--- src/rtl/perceptron_pkg.sv ---
// Shared types, default widths and saturating weight arithmetic for the perceptron update block.
// The saturating helpers are sized by the package default widths (DEF_W_W, DEF_X_W).
package perceptron_pkg;

    localparam int DEF_N_INPUTS = 4;
    localparam int DEF_X_W      = 4;
    localparam int DEF_W_W      = 4;
    localparam int DEF_ACC_W    = 8;
    localparam int DEF_THRESH   = 8;
    localparam int CNT_W        = 8;

    localparam int SAT_SUM_W = ((DEF_W_W > DEF_X_W) ? DEF_W_W : DEF_X_W) + 1;
    localparam logic [SAT_SUM_W-1:0] SAT_W_MAX = SAT_SUM_W'((1 << DEF_W_W) - 1);

    typedef enum logic [1:0] {
        IDLE   = 2'd0,
        DECIDE = 2'd1,
        UPDATE = 2'd2,
        RESULT = 2'd3
    } state_t;

    function automatic logic [DEF_W_W-1:0] sat_add(input logic [DEF_W_W-1:0] w,
                                                   input logic [DEF_X_W-1:0] x);
        logic [SAT_SUM_W-1:0] s;
        s = SAT_SUM_W'(w) + SAT_SUM_W'(x);
        if (s > SAT_W_MAX) return SAT_W_MAX[DEF_W_W-1:0];
        return s[DEF_W_W-1:0];
    endfunction

    function automatic logic [DEF_W_W-1:0] sat_sub(input logic [DEF_W_W-1:0] w,
                                                   input logic [DEF_X_W-1:0] x);
        logic [SAT_SUM_W-1:0] d;
        if (SAT_SUM_W'(x) > SAT_SUM_W'(w)) return '0;
        d = SAT_SUM_W'(w) - SAT_SUM_W'(x);
        return d[DEF_W_W-1:0];
    endfunction

endpackage

--- src/rtl/perceptron_weight_bank.sv ---
// Weight register bank: N_INPUTS saturating weights, one read-modify-write port, flat export.
module perceptron_weight_bank
    import perceptron_pkg::*;
#(
    parameter int N_INPUTS = DEF_N_INPUTS,
    parameter int X_W      = DEF_X_W,
    parameter int W_W      = DEF_W_W,
    parameter int IDX_W    = (N_INPUTS > 1) ? $clog2(N_INPUTS) : 1
) (
    input  logic                      clk,
    input  logic                      rst_n,
    input  logic                      we_i,
    input  logic [IDX_W-1:0]          idx_i,
    input  logic [X_W-1:0]            x_i,
    input  logic                      dir_i,
    output logic [N_INPUTS*W_W-1:0]   w_vec_o
);

    logic [W_W-1:0] w_q [N_INPUTS];
    logic [W_W-1:0] w_cur;
    logic [W_W-1:0] w_d;

    always_comb begin
        w_cur = '0;
        for (int i = 0; i < N_INPUTS; i++) begin
            if (idx_i == IDX_W'(i)) w_cur = w_q[i];
        end
        // dir_i=1 moves the weight towards the input, dir_i=0 away from it
        w_d = dir_i ? sat_add(w_cur, x_i) : sat_sub(w_cur, x_i);
    end

    always_ff @(posedge clk) begin
        if (!rst_n) begin
            for (int i = 0; i < N_INPUTS; i++) w_q[i] <= '0;
        end else if (we_i) begin
            for (int i = 0; i < N_INPUTS; i++) begin
                if (idx_i == IDX_W'(i)) w_q[i] <= w_d;
            end
        end
    end

    for (genvar g = 0; g < N_INPUTS; g++) begin : g_flat
        assign w_vec_o[g*W_W +: W_W] = w_q[g];
    end

endmodule

--- src/rtl/perceptron_update.sv ---
// Perceptron decision/learning stage: step activation, label compare, sequential saturating weight update.
// Optional signed bias term enabled with `define PERCEPTRON_BIAS_EN.
//
// state  | meaning
// IDLE   | waiting for a sample, in_ready high
// DECIDE | activation and mistake evaluation on the latched sample
// UPDATE | rewriting one weight per cycle, idx 0..N_INPUTS-1
// RESULT | decision presented until out_ready
module perceptron_update
    import perceptron_pkg::*;
#(
    parameter int N_INPUTS = DEF_N_INPUTS,
    parameter int X_W      = DEF_X_W,
    parameter int W_W      = DEF_W_W,
    parameter int ACC_W    = DEF_ACC_W,
    parameter int THRESH   = DEF_THRESH
) (
    input  logic                      clk,
    input  logic                      rst_n,
    input  logic                      in_valid_i,
    output logic                      in_ready_o,
    input  logic [ACC_W-1:0]          acc_in_i,
    input  logic [N_INPUTS*X_W-1:0]   x_vec_i,
    input  logic                      label_i,
    input  logic                      learn_en_i,
    output logic [N_INPUTS*W_W-1:0]   w_vec_o,
    output logic                      out_valid_o,
    input  logic                      out_ready_i,
    output logic                      y_pred_o,
    output logic                      mistake_o,
    output logic [CNT_W-1:0]          mistake_cnt_o
`ifdef PERCEPTRON_BIAS_EN
    ,
    output logic [ACC_W:0]            bias_out_o
`endif
);

    localparam int IDX_W = (N_INPUTS > 1) ? $clog2(N_INPUTS) : 1;
    localparam logic [IDX_W-1:0] IDX_LAST = IDX_W'(N_INPUTS - 1);

    state_t                    state_q, state_d;
    logic [ACC_W-1:0]          acc_q, acc_d;
    logic [N_INPUTS*X_W-1:0]   x_q, x_d;
    logic                      label_q, label_d;
    logic                      learn_q, learn_d;
    logic [IDX_W-1:0]          idx_q, idx_d;
    logic                      y_q, y_d;
    logic                      mistake_q, mistake_d;
    logic [CNT_W-1:0]          cnt_q, cnt_d;
    logic                      y_dec;
    logic                      wr_en;
    logic [X_W-1:0]            x_sel;

`ifdef PERCEPTRON_BIAS_EN
    localparam logic [ACC_W:0] BIAS_MAX = {1'b0, {ACC_W{1'b1}}};
    localparam logic [ACC_W:0] BIAS_MIN = {1'b1, {ACC_W{1'b0}}};

    logic [ACC_W:0]            bias_q, bias_d;
    logic signed [ACC_W+1:0]   score;

    always_comb begin
        score = $signed({2'b00, acc_q}) + $signed({bias_q[ACC_W], bias_q});
        y_dec = (score >= $signed((ACC_W+2)'(THRESH)));
    end

    assign bias_out_o = bias_q;
`else
    always_comb begin
        y_dec = ({1'b0, acc_q} >= (ACC_W+1)'(THRESH));
    end
`endif

    always_comb begin
        x_sel = '0;
        for (int i = 0; i < N_INPUTS; i++) begin
            if (idx_q == IDX_W'(i)) x_sel = x_q[i*X_W +: X_W];
        end
    end

    always_comb begin
        state_d   = state_q;
        acc_d     = acc_q;
        x_d       = x_q;
        label_d   = label_q;
        learn_d   = learn_q;
        idx_d     = idx_q;
        y_d       = y_q;
        mistake_d = mistake_q;
        cnt_d     = cnt_q;
        wr_en     = 1'b0;
`ifdef PERCEPTRON_BIAS_EN
        bias_d    = bias_q;
`endif
        case (state_q)
            IDLE: begin
                if (in_valid_i) begin
                    acc_d   = acc_in_i;
                    x_d     = x_vec_i;
                    label_d = label_i;
                    learn_d = learn_en_i;
                    state_d = DECIDE;
                end
            end
            DECIDE: begin
                y_d       = y_dec;
                mistake_d = y_dec ^ label_q;
                if ((y_dec ^ label_q) && learn_q) begin
                    idx_d   = '0;
                    state_d = UPDATE;
`ifdef PERCEPTRON_BIAS_EN
                    // bias moves in the same cycle so the update adds no latency
                    if (label_q) begin
                        if (bias_q != BIAS_MAX) bias_d = bias_q + (ACC_W+1)'(1);
                    end else begin
                        if (bias_q != BIAS_MIN) bias_d = bias_q - (ACC_W+1)'(1);
                    end
`endif
                end else begin
                    state_d = RESULT;
                end
            end
            UPDATE: begin
                wr_en = 1'b1;
                if (idx_q == IDX_LAST) begin
                    state_d = RESULT;
                    if (cnt_q != {CNT_W{1'b1}}) cnt_d = cnt_q + CNT_W'(1);
                end else begin
                    idx_d = idx_q + IDX_W'(1);
                end
            end
            RESULT: begin
                if (out_ready_i) state_d = IDLE;
            end
            default: state_d = IDLE;
        endcase
    end

    always_ff @(posedge clk) begin
        if (!rst_n) begin
            state_q   <= IDLE;
            acc_q     <= '0;
            x_q       <= '0;
            label_q   <= 1'b0;
            learn_q   <= 1'b0;
            idx_q     <= '0;
            y_q       <= 1'b0;
            mistake_q <= 1'b0;
            cnt_q     <= '0;
`ifdef PERCEPTRON_BIAS_EN
            bias_q    <= '0;
`endif
        end else begin
            state_q   <= state_d;
            acc_q     <= acc_d;
            x_q       <= x_d;
            label_q   <= label_d;
            learn_q   <= learn_d;
            idx_q     <= idx_d;
            y_q       <= y_d;
            mistake_q <= mistake_d;
            cnt_q     <= cnt_d;
`ifdef PERCEPTRON_BIAS_EN
            bias_q    <= bias_d;
`endif
        end
    end

    perceptron_weight_bank #(
        .N_INPUTS (N_INPUTS),
        .X_W      (X_W),
        .W_W      (W_W),
        .IDX_W    (IDX_W)
    ) u_weight_bank (
        .clk      (clk),
        .rst_n    (rst_n),
        .we_i     (wr_en),
        .idx_i    (idx_q),
        .x_i      (x_sel),
        .dir_i    (label_q),
        .w_vec_o  (w_vec_o)
    );

    assign in_ready_o    = (state_q == IDLE);
    assign out_valid_o   = (state_q == RESULT);
    assign y_pred_o      = y_q;
    assign mistake_o     = mistake_q;
    assign mistake_cnt_o = cnt_q;

endmodule

--- config.mk ---
export PLATFORM = sky130hd
export DESIGN_NAME = perceptron_update
export DESIGN_NICKNAME = d
export VERILOG_FILES = /design/src/rtl/perceptron_pkg.sv /design/src/rtl/perceptron_weight_bank.sv /design/src/rtl/perceptron_update.sv
export SDC_FILE = /design/constraint.sdc
export NUM_CORES = 1
export LEC_CHECK = 0
export CORE_AREA = 2 2 101 103
export CTS_CLUSTER_DIAMETER = 60
export DETAILED_ROUTE_END_ITERATION = 12
export DIE_AREA = 0 0 103 105
export PLACE_DENSITY = 0.52
export SETUP_SLACK_MARGIN = 0.05
export SLEW_MARGIN = 20
export SYNTH_ARGS = -nofsm -noshare
export SYNTH_HDL_FRONTEND = slang
export SYNTH_HIERARCHICAL = 1
export SYNTH_SLANG_ARGS = --single-unit
--- constraint.sdc ---
create_clock -name clk -period 6.45 [get_ports clk]
set_clock_uncertainty 0.2 [all_clocks]
set_input_delay 1.29 -clock clk [delete_from_list [all_inputs] [get_ports clk]]
set_output_delay 1.29 -clock clk [all_outputs]
set_load 0.01 [all_outputs]
Word level (Yosys, flattened, before mapping)
Memory sizes are Yosys's and may differ from the RTL's.
Index checks and enable logic that the tools add are counted.
{"block": "classes", "reduce_logical": 8, "n_addsub": 4, "n_mux": 45, "bitwise_logic": 5, "n_eq_ne": 12, "n_lt_le_gt_ge": 3}
{"op": "4-bit 2-to-1 mux", "count": 17}
{"op": "1-bit 2-to-1 mux", "count": 21}
{"op": "2-bit 2-to-1 mux", "count": 5}
{"op": "3-bit AND reduction", "count": 3}
{"op": "8-bit by 1-bit adder with 8-bit output, second input constant", "count": 1}
{"op": "2-bit equality test, second input constant", "count": 4}
{"op": "8-bit by 4-bit greater-or-equal comparator with 1-bit output, second input constant", "count": 1}
{"op": "2-bit inequality test, second input constant", "count": 4}
{"op": "8-bit inequality test, second input constant", "count": 1}
{"op": "2-bit case mux with 4 select lines", "count": 1}
{"op": "4-bit by 4-bit adder with 5-bit output", "count": 1}
{"op": "5-bit by 4-bit greater-than comparator with 1-bit output, second input constant", "count": 1}
{"op": "2-bit by 1-bit equality test with 1-bit output, second input constant", "count": 2}
{"op": "4-bit greater-than comparator", "count": 1}
{"op": "2-bit logical NOT", "count": 2}
{"op": "1-bit OR", "count": 4}
{"op": "2-bit case mux with 2 select lines", "count": 1}
{"op": "4-bit subtractor", "count": 1}
{"op": "2-bit by 1-bit adder with 2-bit output, second input constant", "count": 1}
{"op": "2-bit by 1-bit inequality test with 1-bit output, second input constant", "count": 1}
{"op": "2-bit AND reduction", "count": 1}
{"op": "2-bit nonzero test", "count": 1}
{"op": "1-bit logical AND", "count": 1}
{"op": "1-bit bitwise XOR", "count": 1}
{"block": "word_totals", "reg_bits": 40, "mem_count": 1, "elab_cells": 87, "inputBits": 30, "ramBits": 16}
{"memory": "u_weight_bank.w_q", "words": 4, "word_bits": 4, "rd": 4, "rd_ports_with_merged_regs": 0, "write_ports": 4, "line_no": "perceptron_weight_bank.sv:19", "source": "logic [W_W-1:0] w_q [N_INPUTS];"}

Longest topological paths before layout
{"block": "depth", "word_depth": 11, "depth_mapped": 13, "mapped_depth_nobuf": 13}

Cells and area by module
The synthesis kept the hierarchy.
{"module": "perceptron_update", "cells_per_inst": 222, "area_each_um2": 1766.7, "n_inst": 1}
{"module": "perceptron_weight_bank", "cells_per_inst": 99, "area_each_um2": 1101.1, "n_inst": 1}

Least setup slack after synthesis
No wires, ideal clock.
{"block": "synth_timing", "path_kind": "register -> register", "startpoint": "register idx_q[0]", "endpoint": "memory u_weight_bank/w_q[0][3] (netlist name), data pin", "path_stages_with_launch": 9, "required_ps": 5979, "arrival_time_ps": 2710, "period_less_slack_ps": 3181, "n_path_buf": 1, "path_slack_ps": 3269, "setup_ps": 271, "cell_sequence": "dfxtp_1 -> buf_2 -> mux4_2 -> ha_1 -> fa_1 -> or4_1 -> a211o_1 -> o211ai_2 -> a21oi_1"}
{"element": "start, declared", "line_no": "perceptron_update.sv:46", "source": "logic [IDX_W-1:0] idx_q, idx_d;"}
{"element": "start signal, assigned", "line_no": "perceptron_update.sv:158", "source": "idx_q <= idx_d;"}
{"element": "end, declared", "line_no": "perceptron_weight_bank.sv:19"}

==> results.toml <==
[timing]
worstMarginPinSlew_ps = 814
slew_headroom_pct = 45.7
rsz0062_at_grt = "no"
hold_ws_ps = 260
setup_viol = 0
setup_tns_ps = 0
fin_crit_ps = 3830
fmax_mhz = 261
finalCritPeriodShare_pct = 59.4
slew_viol_final = 0
hold_violations = 0
setup_ws_ps = 2620

[global_routing]
antenna_found_initial = 0
grt_pass1_wl_mm = 11.6
grt_use_total_pct = 13.7
grt_max_degree = 35
grt_overflow = 0
first_global_vias = 2312

[finish]
fin_util_pct = 37.4
multiInputGateArea_sq_mm = 0.00150
final_nets = 418
instances_no_fill = 502
diodes = 0
fillers = 1017
fin_area_sq_mm = 0.00360
areaGrowthSynthToFinish_pct = 25.7
drive_gt1_share_pct = 5.15
regArea_sq_mm = 0.00122

[routing]
ant_nets = 0
drtIter0Drc = 136
first_pass_iters = 4
num_vias = 2399
wirelength_mm = 7.01
avgRoutedWirePerCell_um = 14.0
viasPerCell = 4.78
drc_errors = 0

[clock_tree]
cts_inserted_buffers = 5
post_cts_buffers = 0
postCtsHoldBufs = 0
cts_tree = "yes"
clk_pin_slew_ps = 100
cts.repair.resized = 0
clockRootBuffer = "clkbuf_8"
htreeDepth = 2
clock-sinks = 53
insertion_delay_ps = 310
clockBufferDepth = 2

[floorplanning]
die-width_um = 103
initial_core_util_pct = 29.8
rows = 36
coreArea_sq_mm = 0.00964
die_height_um = 105
dieArea_sq_mm = 0.0108
ios = 58

[power_and_ir_drop]
p_total_mw = 0.995
ir_drop_mv = 0.101
leakage_nw = 1.26
power_density_mw_per_mm2 = 276

[critical_path]
cp_max_fo = 14
r2r_end = "u_weight_bank/w_q[1][3]$_SDFFCE_PN0P_"
critPathLaunch = "idx_q[0]$_SDFFE_PN0P_"
regToRegSetupSlack_ps = 2620
ff2ff_path_depth = 12
cp-end-kind = "flip-flop"
crit_required_ps = 6290
start_kind = "flip-flop"
criticalPathCategory = "flip-flop to flip-flop"
r2r-start = "idx_q[0]$_SDFFE_PN0P_"
worstPathArrival_ps = 3670

[place]
port_buffers = 54
placed_area_sq_mm = 0.00350
dp.cells = 494
dp_hpwl_mm = 5.12
gp_congestion = 0.771
pre_cts_slack_ps = 2620

[synthesis]
synth_nets = 371
netlist_area_sq_mm = 0.00287
synthCells = 321
synth_edf_count = 16
async_flop_share_pct = 0
synth_top_area_share_pct = 25.8
ys.flop_type = "dfxtp_1"
synth_seq_area_share_pct = 42.6
synth_top_cell_by_area = "dfxtp_1"
syn_area_per_cell_sq_um = 8.93
ys_seq_elements = 53
synthTopCellsByArea = "dfxtp_1 (26%), edfxtp_1 (17%), a21oi_1 (8.4%)"
yosysWarningCount = 6
ys_types = 49

[min_path]
hold_class = "flip-flop to flip-flop"
min_to = "x_q[1]$_SDFFE_PN0P_"
hold_depth = 2
hold_start = "x_q[1]$_SDFFE_PN0P_"

[outcome]
status = "finished, final reports clean"

[run]
drv_cap = 0
worst max-delay path by stage:
stage	endpoint	slack [ps]
final	u_weight_bank/w_q[1][3]$_SDFFCE_PN0P_	2620
after global routing	u_weight_bank/w_q[0][1]$_SDFFCE_PN0P_	2250
after CTS	u_weight_bank/w_q[1][3]$_SDFFCE_PN0P_	2610
after detailed placement	u_weight_bank/w_q[1][3]$_SDFFCE_PN0P_	2620
after global placement	u_weight_bank/w_q[3][3]$_SDFFCE_PN0P_	2650
after floorplan	u_weight_bank/w_q[0][3]$_SDFFCE_PN0P_	3270
per-layer routing:
metal	global-route usage (%)	vias to the layer above	share of wire [%]
met1	19.1	1116	48
met4	2.54	0	0.83
met3	3.14	6	4.4
met5	0	-	0
met2	21.8	51	47
li1	-	1226	-
cell usage in the layout (no fill, tap or decap), types with 5 or more instances in the layout:
| master | netlist | final |
|---|---|---|
| nand3_1 | 7 | 7 |
| o21ai_0 | 13 | 13 |
| a21oi_1 | 48 | 48 |
| edfxtp_1 | 16 | 16 |
| nand2b_1 | 6 | 6 |
| ha_1 | 18 | 18 |
| nor3_1 | 7 | 7 |
| clkdlybuf4s50_1 | 0 | 54 |
| dfxtp_1 | 37 | 37 |
| inv_1 | 18 | 18 |
| nand2_1 | 62 | 62 |
| nand3b_1 | 5 | 5 |
| clkbuf_8 | 0 | 5 |
| nor2_1 | 13 | 13 |
cell usage after synthesis (3+ instances only):
| master | number |
|---|---|
| nand3b_1 | 5 |
| o31ai_1 | 4 |
| dfxtp_1 | 37 |
| nand4_1 | 3 |
| clkbuf_1 | 5 |
| nor2_1 | 13 |
| nand2_1 | 62 |
| nand3_1 | 7 |
| or4_1 | 4 |
| nor3_1 | 7 |
| buf_1 | 3 |
| or3_1 | 4 |
| inv_1 | 18 |
| ha_1 | 18 |
| o21ai_0 | 13 |
| nor2b_1 | 3 |
| buf_2 | 4 |
| mux2i_1 | 4 |
| a21oi_1 | 48 |
| nand2b_1 | 6 |
| mux4_2 | 4 |
| edfxtp_1 | 16 |
critical path: stages (launching register included):
cell and delay (ps):
dfxtp_1 720, inv_1 190, ha_1 300, nand3b_1 90
a21oi_1 70, a21oi_1 130, o21ai_0 130, ha_1 260
fa_1 430, or4_1 520, a211o_1 290, o211ai_2 110
a21oi_1 110
report_power, final:
part	internal, mW	leakage [nW]	switching [mW]
clock network	0.0998	0.0534	0.109
logic	0.160	0.742	0.209
registers	0.384	0.468	0.0326
total	0.644	1.26	0.351
sequential cells by signal (all words and copies together), names as in the netlist:
| register | flops |
|---|---|
| mistake_cnt_o | 8 |
| idx_q | 2 |
| mistake_o | 1 |
| y_pred_o | 1 |
| label_q | 1 |
| learn_q | 1 |
| state_q | 2 |
| acc_q | 5 |
| x_q | 16 |
| u_weight_bank/w_q | 16 |
area by class of cell:
class	count	area share, %
clock buffers	7	2.71
clock inverters	1	0.139
inverters	19	1.98
multi-input cells	235	41.7
flip-flops and latches	53	33.9
well taps	133	4.62
repair buffers	54	15.0
kinds of logic after synthesis:
family	after synthesis	share of synthesized area (%)
simple gates	123	20.5
buf+inv	33	5.02
xor+xnor	3	0.916
flops	53	42.6
fa+ha+maj	20	9.25
compound gates	81	17.1
mux	8	4.54
Note: power is estimated with default switching activity, not from simulation.
